### src/rtl/dram_rst_pkg.sv
// Shared types and constants for the DRAM-domain reset sequencer.
package dram_rst_pkg;

  typedef enum logic [2:0] {
    ST_ASSERT,
    ST_HOLD,
    ST_REL0,
    ST_WAIT_CALIB,
    ST_STAGGER,
    ST_RUN
  } rst_state_t;

  localparam int RST_SYNC_MIN = 2;

endpackage

### src/rtl/sync_chain.sv
// Async-clear flop chain used to bring reset release and calib status into the sys-clock domain.
module sync_chain #(
  parameter int unsigned STAGES    = 2,
  parameter logic        RESET_VAL = 1'b0
) (
  input  logic clk,
  input  logic rst_n,
  input  logic d,
  output logic q
);

  (* ASYNC_REG = "TRUE" *) logic [STAGES-1:0] chain_q;

  always_ff @(posedge clk or negedge rst_n) begin
    if (!rst_n) begin
      chain_q <= {STAGES{RESET_VAL}};
    end else begin
      chain_q <= {chain_q[STAGES-2:0], d};
    end
  end

  assign q = chain_q[STAGES-1];

endmodule

### src/rtl/dram_reset_sequencer.sv
// Ordered reset release for the DRAM sys-clock domain: controller reset first, user
// resets staggered after calibration, with timeout flagging and re-reset on request or calib loss.
module dram_reset_sequencer
  import dram_rst_pkg::*;
#(
  parameter int unsigned SYNC_STAGES    = 2,
  parameter int unsigned NUM_RST        = 3,
  parameter int unsigned HOLD_CYCLES    = 16,
  parameter int unsigned STAGGER_CYCLES = 8,
  parameter int unsigned CALIB_TIMEOUT  = 2**20
) (
  input  logic               clk_166_67_mhz,
  input  logic               dram_rstx_async,
  input  logic               i_sw_rst_req,
  input  logic               i_init_calib_complete,
  output logic [NUM_RST-1:0] o_rst,
  output logic               o_all_released,
  output logic               o_calib_timeout,
  output logic [2:0]         o_state
);

  localparam int unsigned SYNC_MIN_U = unsigned'(RST_SYNC_MIN);
  localparam int unsigned SYNC_N     = (SYNC_STAGES < SYNC_MIN_U) ? SYNC_MIN_U : SYNC_STAGES;
  localparam int unsigned CNT_HS     = (HOLD_CYCLES > STAGGER_CYCLES) ? HOLD_CYCLES : STAGGER_CYCLES;
  localparam int unsigned CNT_MAX    = (CALIB_TIMEOUT > CNT_HS) ? CALIB_TIMEOUT : CNT_HS;
  localparam int unsigned CNT_W      = $clog2(CNT_MAX + 1);
  localparam int unsigned IDX_W      = $clog2(NUM_RST);

  localparam logic [CNT_W-1:0] HOLD_LAST    = CNT_W'(HOLD_CYCLES - 1);
  localparam logic [CNT_W-1:0] STAGGER_LAST = CNT_W'(STAGGER_CYCLES - 1);
  localparam logic [CNT_W-1:0] TIMEOUT_LAST = CNT_W'(CALIB_TIMEOUT - 1);
  localparam logic [IDX_W-1:0] IDX_LAST     = IDX_W'(NUM_RST - 1);

  logic               rst_s;
  logic               calib_s;
  rst_state_t         state_q, state_d;
  logic [CNT_W-1:0]   cnt_q, cnt_d;
  logic [IDX_W-1:0]   idx_q, idx_d;
  logic [NUM_RST-1:0] rst_q, rst_d;
  logic               all_rel_q, all_rel_d;
  logic               timeout_q, timeout_d;
  logic               rereset;

  // Reset release chain holds 1 until the async reset has been gone for SYNC_N edges
  sync_chain #(
    .STAGES    (SYNC_N),
    .RESET_VAL (1'b1)
  ) u_rst_sync (
    .clk   (clk_166_67_mhz),
    .rst_n (dram_rstx_async),
    .d     (1'b0),
    .q     (rst_s)
  );

  sync_chain #(
    .STAGES    (SYNC_N),
    .RESET_VAL (1'b0)
  ) u_calib_sync (
    .clk   (clk_166_67_mhz),
    .rst_n (dram_rstx_async),
    .d     (i_init_calib_complete),
    .q     (calib_s)
  );

  always_ff @(posedge clk_166_67_mhz or negedge dram_rstx_async) begin
    if (!dram_rstx_async) begin
      state_q   <= ST_ASSERT;
      cnt_q     <= '0;
      idx_q     <= '0;
      rst_q     <= '1;
      all_rel_q <= 1'b0;
      timeout_q <= 1'b0;
    end else begin
      state_q   <= state_d;
      cnt_q     <= cnt_d;
      idx_q     <= idx_d;
      rst_q     <= rst_d;
      all_rel_q <= all_rel_d;
      timeout_q <= timeout_d;
    end
  end

  // Next-state and next-output logic; the timeout counter saturates at its terminal value
  always_comb begin
    state_d   = state_q;
    cnt_d     = cnt_q;
    idx_d     = idx_q;
    rst_d     = rst_q;
    timeout_d = timeout_q;
    rereset   = 1'b0;

    case (state_q)
      ST_ASSERT: begin
        rst_d = '1;
        cnt_d = '0;
        if (!rst_s && !i_sw_rst_req) begin
          state_d   = ST_HOLD;
          timeout_d = 1'b0;
        end
      end
      ST_HOLD: begin
        if (cnt_q == HOLD_LAST) begin
          state_d = ST_REL0;
          cnt_d   = '0;
        end else begin
          cnt_d = cnt_q + CNT_W'(1);
        end
      end
      ST_REL0: begin
        rst_d[0] = 1'b0;
        cnt_d    = '0;
        state_d  = ST_WAIT_CALIB;
      end
      ST_WAIT_CALIB: begin
        if (i_sw_rst_req) begin
          rereset = 1'b1;
        end else if (calib_s) begin
          state_d = ST_STAGGER;
          idx_d   = IDX_W'(1);
          cnt_d   = '0;
        end else if (cnt_q == TIMEOUT_LAST) begin
          timeout_d = 1'b1;
        end else begin
          cnt_d = cnt_q + CNT_W'(1);
        end
      end
      ST_STAGGER: begin
        if (i_sw_rst_req || !calib_s) begin
          rereset = 1'b1;
        end else if (cnt_q == STAGGER_LAST) begin
          rst_d[idx_q] = 1'b0;
          cnt_d        = '0;
          if (idx_q == IDX_LAST) begin
            state_d = ST_RUN;
          end else begin
            idx_d = idx_q + IDX_W'(1);
          end
        end else begin
          cnt_d = cnt_q + CNT_W'(1);
        end
      end
      ST_RUN: begin
        rst_d = '0;
        if (i_sw_rst_req || !calib_s) begin
          rereset = 1'b1;
        end
      end
      default: begin
        rereset = 1'b1;
      end
    endcase

    if (rereset) begin
      state_d = ST_ASSERT;
      rst_d   = '1;
      cnt_d   = '0;
    end

    all_rel_d = (rst_d == '0);
  end

  assign o_rst           = rst_q;
  assign o_all_released  = all_rel_q;
  assign o_calib_timeout = timeout_q;
  assign o_state         = state_q;

endmodule
### config.mk
export PLATFORM = sky130hd
export DESIGN_NAME = dram_reset_sequencer
export DESIGN_NICKNAME = d
export VERILOG_FILES = /design/src/rtl/dram_rst_pkg.sv /design/src/rtl/sync_chain.sv /design/src/rtl/dram_reset_sequencer.sv
export SDC_FILE = /design/constraint.sdc
export NUM_CORES = 1
export LEC_CHECK = 0
export BUFFER_PORTS_ARGS = -buffer_cell sky130_fd_sc_hd__buf_4
export CAP_MARGIN = 10
export CORE_MARGIN = 2
export CORE_UTILIZATION = 42
export CTS_CLUSTER_SIZE = 8
export DETAILED_ROUTE_END_ITERATION = 12
export GPL_TIMING_DRIVEN = 0
export HOLD_SLACK_MARGIN = 0.1
export PLACE_DENSITY_LB_ADDON = 0.08
export SYNTH_ARGS = -nofsm -noshare
export SYNTH_HDL_FRONTEND = slang
export SYNTH_SLANG_ARGS = --single-unit
### constraint.sdc
create_clock -name clk_166_67_mhz -period 2.9 [get_ports clk_166_67_mhz]
set_clock_uncertainty 0.05 [all_clocks]
set_input_delay 0.29 -clock clk_166_67_mhz [delete_from_list [all_inputs] [get_ports clk_166_67_mhz]]
set_output_delay 0.29 -clock clk_166_67_mhz [all_outputs]
set_load 0.005 [all_outputs]
# [Word level (Yosys, flattened, before mapping)]
# Cells that the tools add are included.
[word_totals] regBits=35 inputBits=4 word_cells=97
[classes] add_sub_neg=2 n_lt_le_gt_ge=2 eq_ne=25 n_mux=38 bitwise_logic=2 n_reduce_logical=20
[op_table] cell="21-bit two-way mux" n=7
[op_table] cell="21-bit one-hot mux with 4 select lines" n=1
[op_table] cell="3-bit two-way mux" n=11
[op_table] cell="21-bit by 1-bit adder with 21-bit output (second input constant)" n=1
[op_table] cell="21-bit by 20-bit == test with 1-bit output (second input constant)" n=1
[op_table] cell="21-bit by 3-bit == test with 1-bit output (second input constant)" n=1
[op_table] cell="21-bit by 4-bit == test with 1-bit output (second input constant)" n=1
[op_table] cell="3-bit inequality test (second input constant)" n=6
[op_table] cell="3-bit one-hot mux with 5 select lines" n=1
[op_table] cell="2-bit inequality test (second input constant)" n=7
[op_table] cell="2-bit two-way mux" n=5
[op_table] cell="8-bit AND reduction" n=1
[op_table] cell="1-bit two-way mux" n=7
[op_table] cell="3-bit by 2-bit == test with 1-bit output (second input constant)" n=2
[op_table] cell="3-bit == test (second input constant)" n=2
[op_table] cell="3-bit logical NOT" n=2
[op_table] cell="1-bit one-hot mux with 3 select lines" n=2
[op_table] cell="2-bit one-hot mux with 3 select lines" n=1
[op_table] cell="6-bit AND reduction" n=1
[op_table] cell="6-bit nonzero test" n=1
[op_table] cell="2-bit OR reduction" n=3
[op_table] cell="5-bit AND reduction" n=1
[op_table] cell="5-bit nonzero test" n=1
[op_table] cell="4-bit by 3-bit inequality test with 1-bit output (second input constant)" n=1
[op_table] cell="other kinds (18)" n=22

# [Logic depth before layout (Yosys ltp)]
[logic_depth] ltp_word=11 mapped_depth=7 ltp_nobuf=7

# [Hierarchy]
# A second synthesis with hierarchy kept.
[unflattened] cells_unflattened=254 hier_area_um2=2327.2
[by_module_without_submodules] mod="dram_reset_sequencer" n_inst=1 cells_each=250 area_each_um2=2224.6
[by_module_without_submodules] mod="sync_chain (u_rst_sync)" n_inst=1 cells_each=2 area_each_um2=52.6
[by_module_without_submodules] mod="sync_chain (u_calib_sync)" n_inst=1 cells_each=2 area_each_um2=50.0

# [Worst setup path after synthesis]
# Ideal clock, no wire load.
[synth_path] path_type="register to register" from="reg state_q[2], in the netlist o_state[2]" to="reg cnt_q[3]" setup_ns=0.136 t_arrival_ns=1.879 t_required_ns=2.714 slack_ns=0.836 path_stages_with_launch=7 n_path_buf=1 period_less_slack_ns=2.064 path_cell_list="dfrtp_1 or3b_1 or4_1 o22a_1 o211ai_4 buf_6 o211ai_1"
[synth_via] elab_chain_len=5 elab_cells_between_ends=17 classes_between="eq/ne: 8; mux: 3; reduce/logical: 6"
[synth_lines] element="start, declared" line_no="dram_reset_sequencer.sv:36" source="rst_state_t state_q, state_d;"
[synth_lines] element="start signal, assigned" line_no="dram_reset_sequencer.sv:74" source="state_q <= state_d;"
[synth_lines] element="3-bit by 2-bit == test with 1-bit output, or another cell as far along" line_no="dram_reset_sequencer.sv:92" source="case (state_q)"
[synth_lines] element="3-bit OR reduction (no line) / 2-bit OR reduction (equally long branches)"
[synth_lines] element="1-bit one-hot mux with 3 select lines" line_no="dram_reset_sequencer.sv:92"
[synth_lines] element="4-bit by 3-bit inequality test with 1-bit output (no line), or another cell as far along"
[synth_lines] element="4-bit AND reduction (no line)"
[synth_lines] element="end signal, assigned" line_no="dram_reset_sequencer.sv:75" source="cnt_q <= cnt_d;"
[synth_lines] element="end, declared" line_no="dram_reset_sequencer.sv:37" source="logic [CNT_W-1:0] cnt_q, cnt_d;"
# Several ways; a longest one is shown, not always the timed one.
# A chain may end at the register's enable or synchronous reset.

# [Worst setup path in the final report]
[layout_path] from="reg cnt_q[10]" to="reg cnt_q[3]"
[layout_via] elab_chain_len=5 elab_cells_between_ends=10 classes_between="eq/ne: 4; mux: 5; reduce/logical: 1"
[layout_lines] element="21-bit by 3-bit == test with 1-bit output" line_no="dram_reset_sequencer.sv:130" source="end else if (cnt_q == STAGGER_LAST) begin"
[layout_lines] element="21-bit two-way mux" line_no="dram_reset_sequencer.sv:130"
[layout_lines] element="21-bit two-way mux" line_no="dram_reset_sequencer.sv:128" source="if (i_sw_rst_req || !calib_s) begin"
[layout_lines] element="21-bit one-hot mux with 4 select lines" line_no="dram_reset_sequencer.sv:92"
[layout_lines] element="21-bit two-way mux" line_no="dram_reset_sequencer.sv:153" source="if (rereset) begin"
# Several ways; a longest one is shown, not always the timed one. The select of a mux whose other input is x is not followed.

==> results.md <==
- Outcome: finished, final reports clean
- Sw Ratio: 38.3%
- Hold path depth: 3
- Total leakage power: 1.02 nW
- Yosys top cell area share: 33.8%
- Largest net degree at the start of global routing: 36
- Ant diodes: 0
- DR WL/cell: 16.4 um
- CP arrival: 2.52 ns
- Tmin final: 2.41 ns
- Share of cells above drive strength 1: 16.1%
- Starting DRC count in detailed routing: 179
- Fmax: 0.415 GHz
- Fraction of registers with async set/reset: 100%
- Mux contribution to synthesized area: 0%
- Setup TNS: 0 ns
- Commonest cells post-synth: dfrtp_1 (30), nand2_1 (20), o21ai_0 (18)
- CTS buffer count: 5
- Cell row count: 26
- ANT nets after route: 0
- Total Nets Final: 281
- Fin crit share: 83.1%
- Dpl hpwl: 3920 um
- Cells after Synth: 253
- Slew Limit Fails: 0
- GRT Overall Usage: 20.6%
- Number of enable flip-flop cells after synthesis: 0
- Worst relative slew slack: 22.2%
- Compound-cell area share of the yosys netlist: 24.8%
- Min-delay src: i_sw_rst_req
- Yosys warns: 0
- Unrepaired setup endpoints after global routing: no
- Antenna violations before repair: 0
- Initial Util: 43.5%
- Die ar.: 0.00589 sq mm
- #FFs+latches synth: 35
- Resize count post-CTS: 0
- Synth area leaders: dfrtp_1 (34%), dfstp_2 (5.9%), o21ai_0 (4.1%)
- Fin Hold WS: 0.298 ns
- CTS tree: built
- Core area: 0.00511 sq mm
- Average vias per placed instance: 5.95
- Met3 wire len: 270 um
- Largest area contributor in the netlist: dfrtp_1
- Crit-path max FO: 10
- Clock Sinks: 35
- H-tree levels: 2
- Pwr dens: 718 mW/mm^2
- Worst-Skew Late Latency: 0.30 ns
- Port Buffers: 11
- # setup viols final: 0
- CP max stage delay: 0.41 ns
- Synthesized net count: 261
- Startpoint types: flop
- Top sig layer: met4
- Mapped Avg Cell Area: 8.78 sq um
- Clock power share: 25.2%
- Slew @ Worst Pin: 1.16 ns
- Tightest Hold Check Type: input pin to flop
- Vias in the first global route: 1,900
- Final count of hold timing violations: 0
- Critical path depth in cells: 7
- R2R cell count: 7
- Crit end category: flop
- I/O pins: 12
- Worst EP required: 3.01 ns
- DR vias: 2,048
- Max Cap Violations: 0
- Post-Synth Adder-Cell Area: 2.25%
- Die X-Extent: 76.7 um
- Tot Pwr: 1.81 mW
- CTS clk-pin slew, worst paths: 0.08 ns
- Root Buffer: clkbuf_8
- Switching power: 0.695 mW
- DRC: 0
- Cell Area, Synth: 0.00222 sq mm
- Peak supply drop: 377 uV
- Logic pwr share: 39.1%
- Most frequent cell after synthesis: dfrtp_1
- CP Class: flop to flop
- Launch point of the worst path: cnt_q[10]
- Flop pwr share: 35.7%
- CP top delay family: simple AND/OR/NAND/NOR gates
- Post-Synth Simple-Gate Area: 27.4%
- WP buf/inv: 2
- Slowest-stage cell, CP: nor4_1
- Ys flop type: dfrtp_1
- Post-CTS setup repair buffer count: 0
- DRT Pass-1 Iters: 4
- Cell variety after synth: 59
- Grt ovf: 0
- XOR/XNOR Fraction of Synth Area: 0.789%
- # hold bufs at CTS: 2
- Worst r2r src: cnt_q[10]
- Met1 WL: 2970 um
- Chip Height: 76.7 um
- Sequential share of the synthesized area: 39.7%
- Internal power: 1.12 mW
- Area grow syn2layout: 13.6%
- First-pass GRT wire length: 9650 um
- Placer Congestion: 0.871
- CTS max path bufs: 2
- Critical path, cell by cell: buf_2 > nor4_1 > nand2_1 > or3_4 > o211ai_4 > buf_6 > o211ai_1
- Largest family of logic cells by synthesized area: simple AND/OR/NAND/NOR gates
- WL final: 5640 um
- DR WL met2: 2330 um
## registers in the layout, summed over array words and instances (netlist names)
name and count:
cnt_q 21, o_rst 3, o_state 3, idx_q 2, u_calib_sync.chain_q 2, u_rst_sync.chain_q 2
o_all_released 1, o_calib_timeout 1
## logic make-up (layout without fill, tap and decap cells)
| group | Yosys count | after routing |
|---|---|---|
| xor+xnor | 2 | 2 |
| simple gates | 106 | 106 |
| fa+ha+maj | 4 | 4 |
| flops | 35 | 35 |
| buf+inv | 24 | 45 |
| other cells | 1 | 1 |
| compound gates | 81 | 81 |
## layer usage
metal / GRT usage (%) / up-vias
met5: 0 / -
met4: 5.64 / 0
met3: 4.00 / 7
met2: 28.5 / 61
met1: 32.4 / 980
li1: - / 1000
## power groups by stage
stage | Combinational, mW | Sequential, mW | Clock [mW]
after CTS | 0.707 | 0.646 | 0.467
final | 0.708 | 0.648 | 0.457
after floorplan | 0.494 | 0.641 | 0
after global placement | 0.696 | 0.656 | 0
after global routing | 0.800 | 0.659 | 0.487
after detailed placement | 0.702 | 0.655 | 0
## worst paths after layout
kind                                           end  slack [ns]
min in group asynchronous                 cnt_q[4]        0.44
setup reg to reg                          cnt_q[3]        0.49
hold / removal                          o_state[1]        0.30
hold reg to reg            u_calib_sync.chain_q[1]        0.31
setup / recovery                          cnt_q[3]        0.49
max in group asynchronous                 o_rst[2]        2.01
## through the flow
| step | std cells | utilization [%] | setup WS [ns] | instance area, sq um |
|---|---|---|---|---|
| after detailed placement | 334 | 46.8 | 0.511 | 2390 |
| after global routing | 344 | 49.4 | 0.339 | 2520 |
| final | 344 | 49.4 | 0.490 | 2520 |
| after floorplan | 253 | - | 0.836 | 2220 |
| after CTS | 344 | 49.4 | 0.498 | 2520 |
| after global placement | 334 | 46.8 | 0.497 | 2390 |
## worst min-delay path, cell delays in order
cell      delay, ns
buf_4          0.13
nand2b_1       0.11
a311oi_1       0.08
## cells in the final DEF, fill, tap and decap left out, drive strengths merged, types with 4 or more instances in the layout
cell type	count
nand2	20
dfstp	5
nand3	16
or2	7
o31ai	12
nand4	6
and3	6
clkbuf	9
o21ai	22
or3	4
nor2	11
nor4	4
a21oi	16
nor3	9
ha	4
nand2b	5
dfrtp	30
a31oi	5
buf	22
inv	9
## cell type report
class                   instances  area, sq um
flip-flops and latches         35          882
well taps                      70         87.6
clock buffers                   5         68.8
repair buffers                 13          103
clock inverters                 3         43.8
multi-input cells             194         1230
fillers                       502         2580
inverters                       9         33.8
plain buffers                  15         72.6
Note: power is estimated with default switching activity, not from simulation.
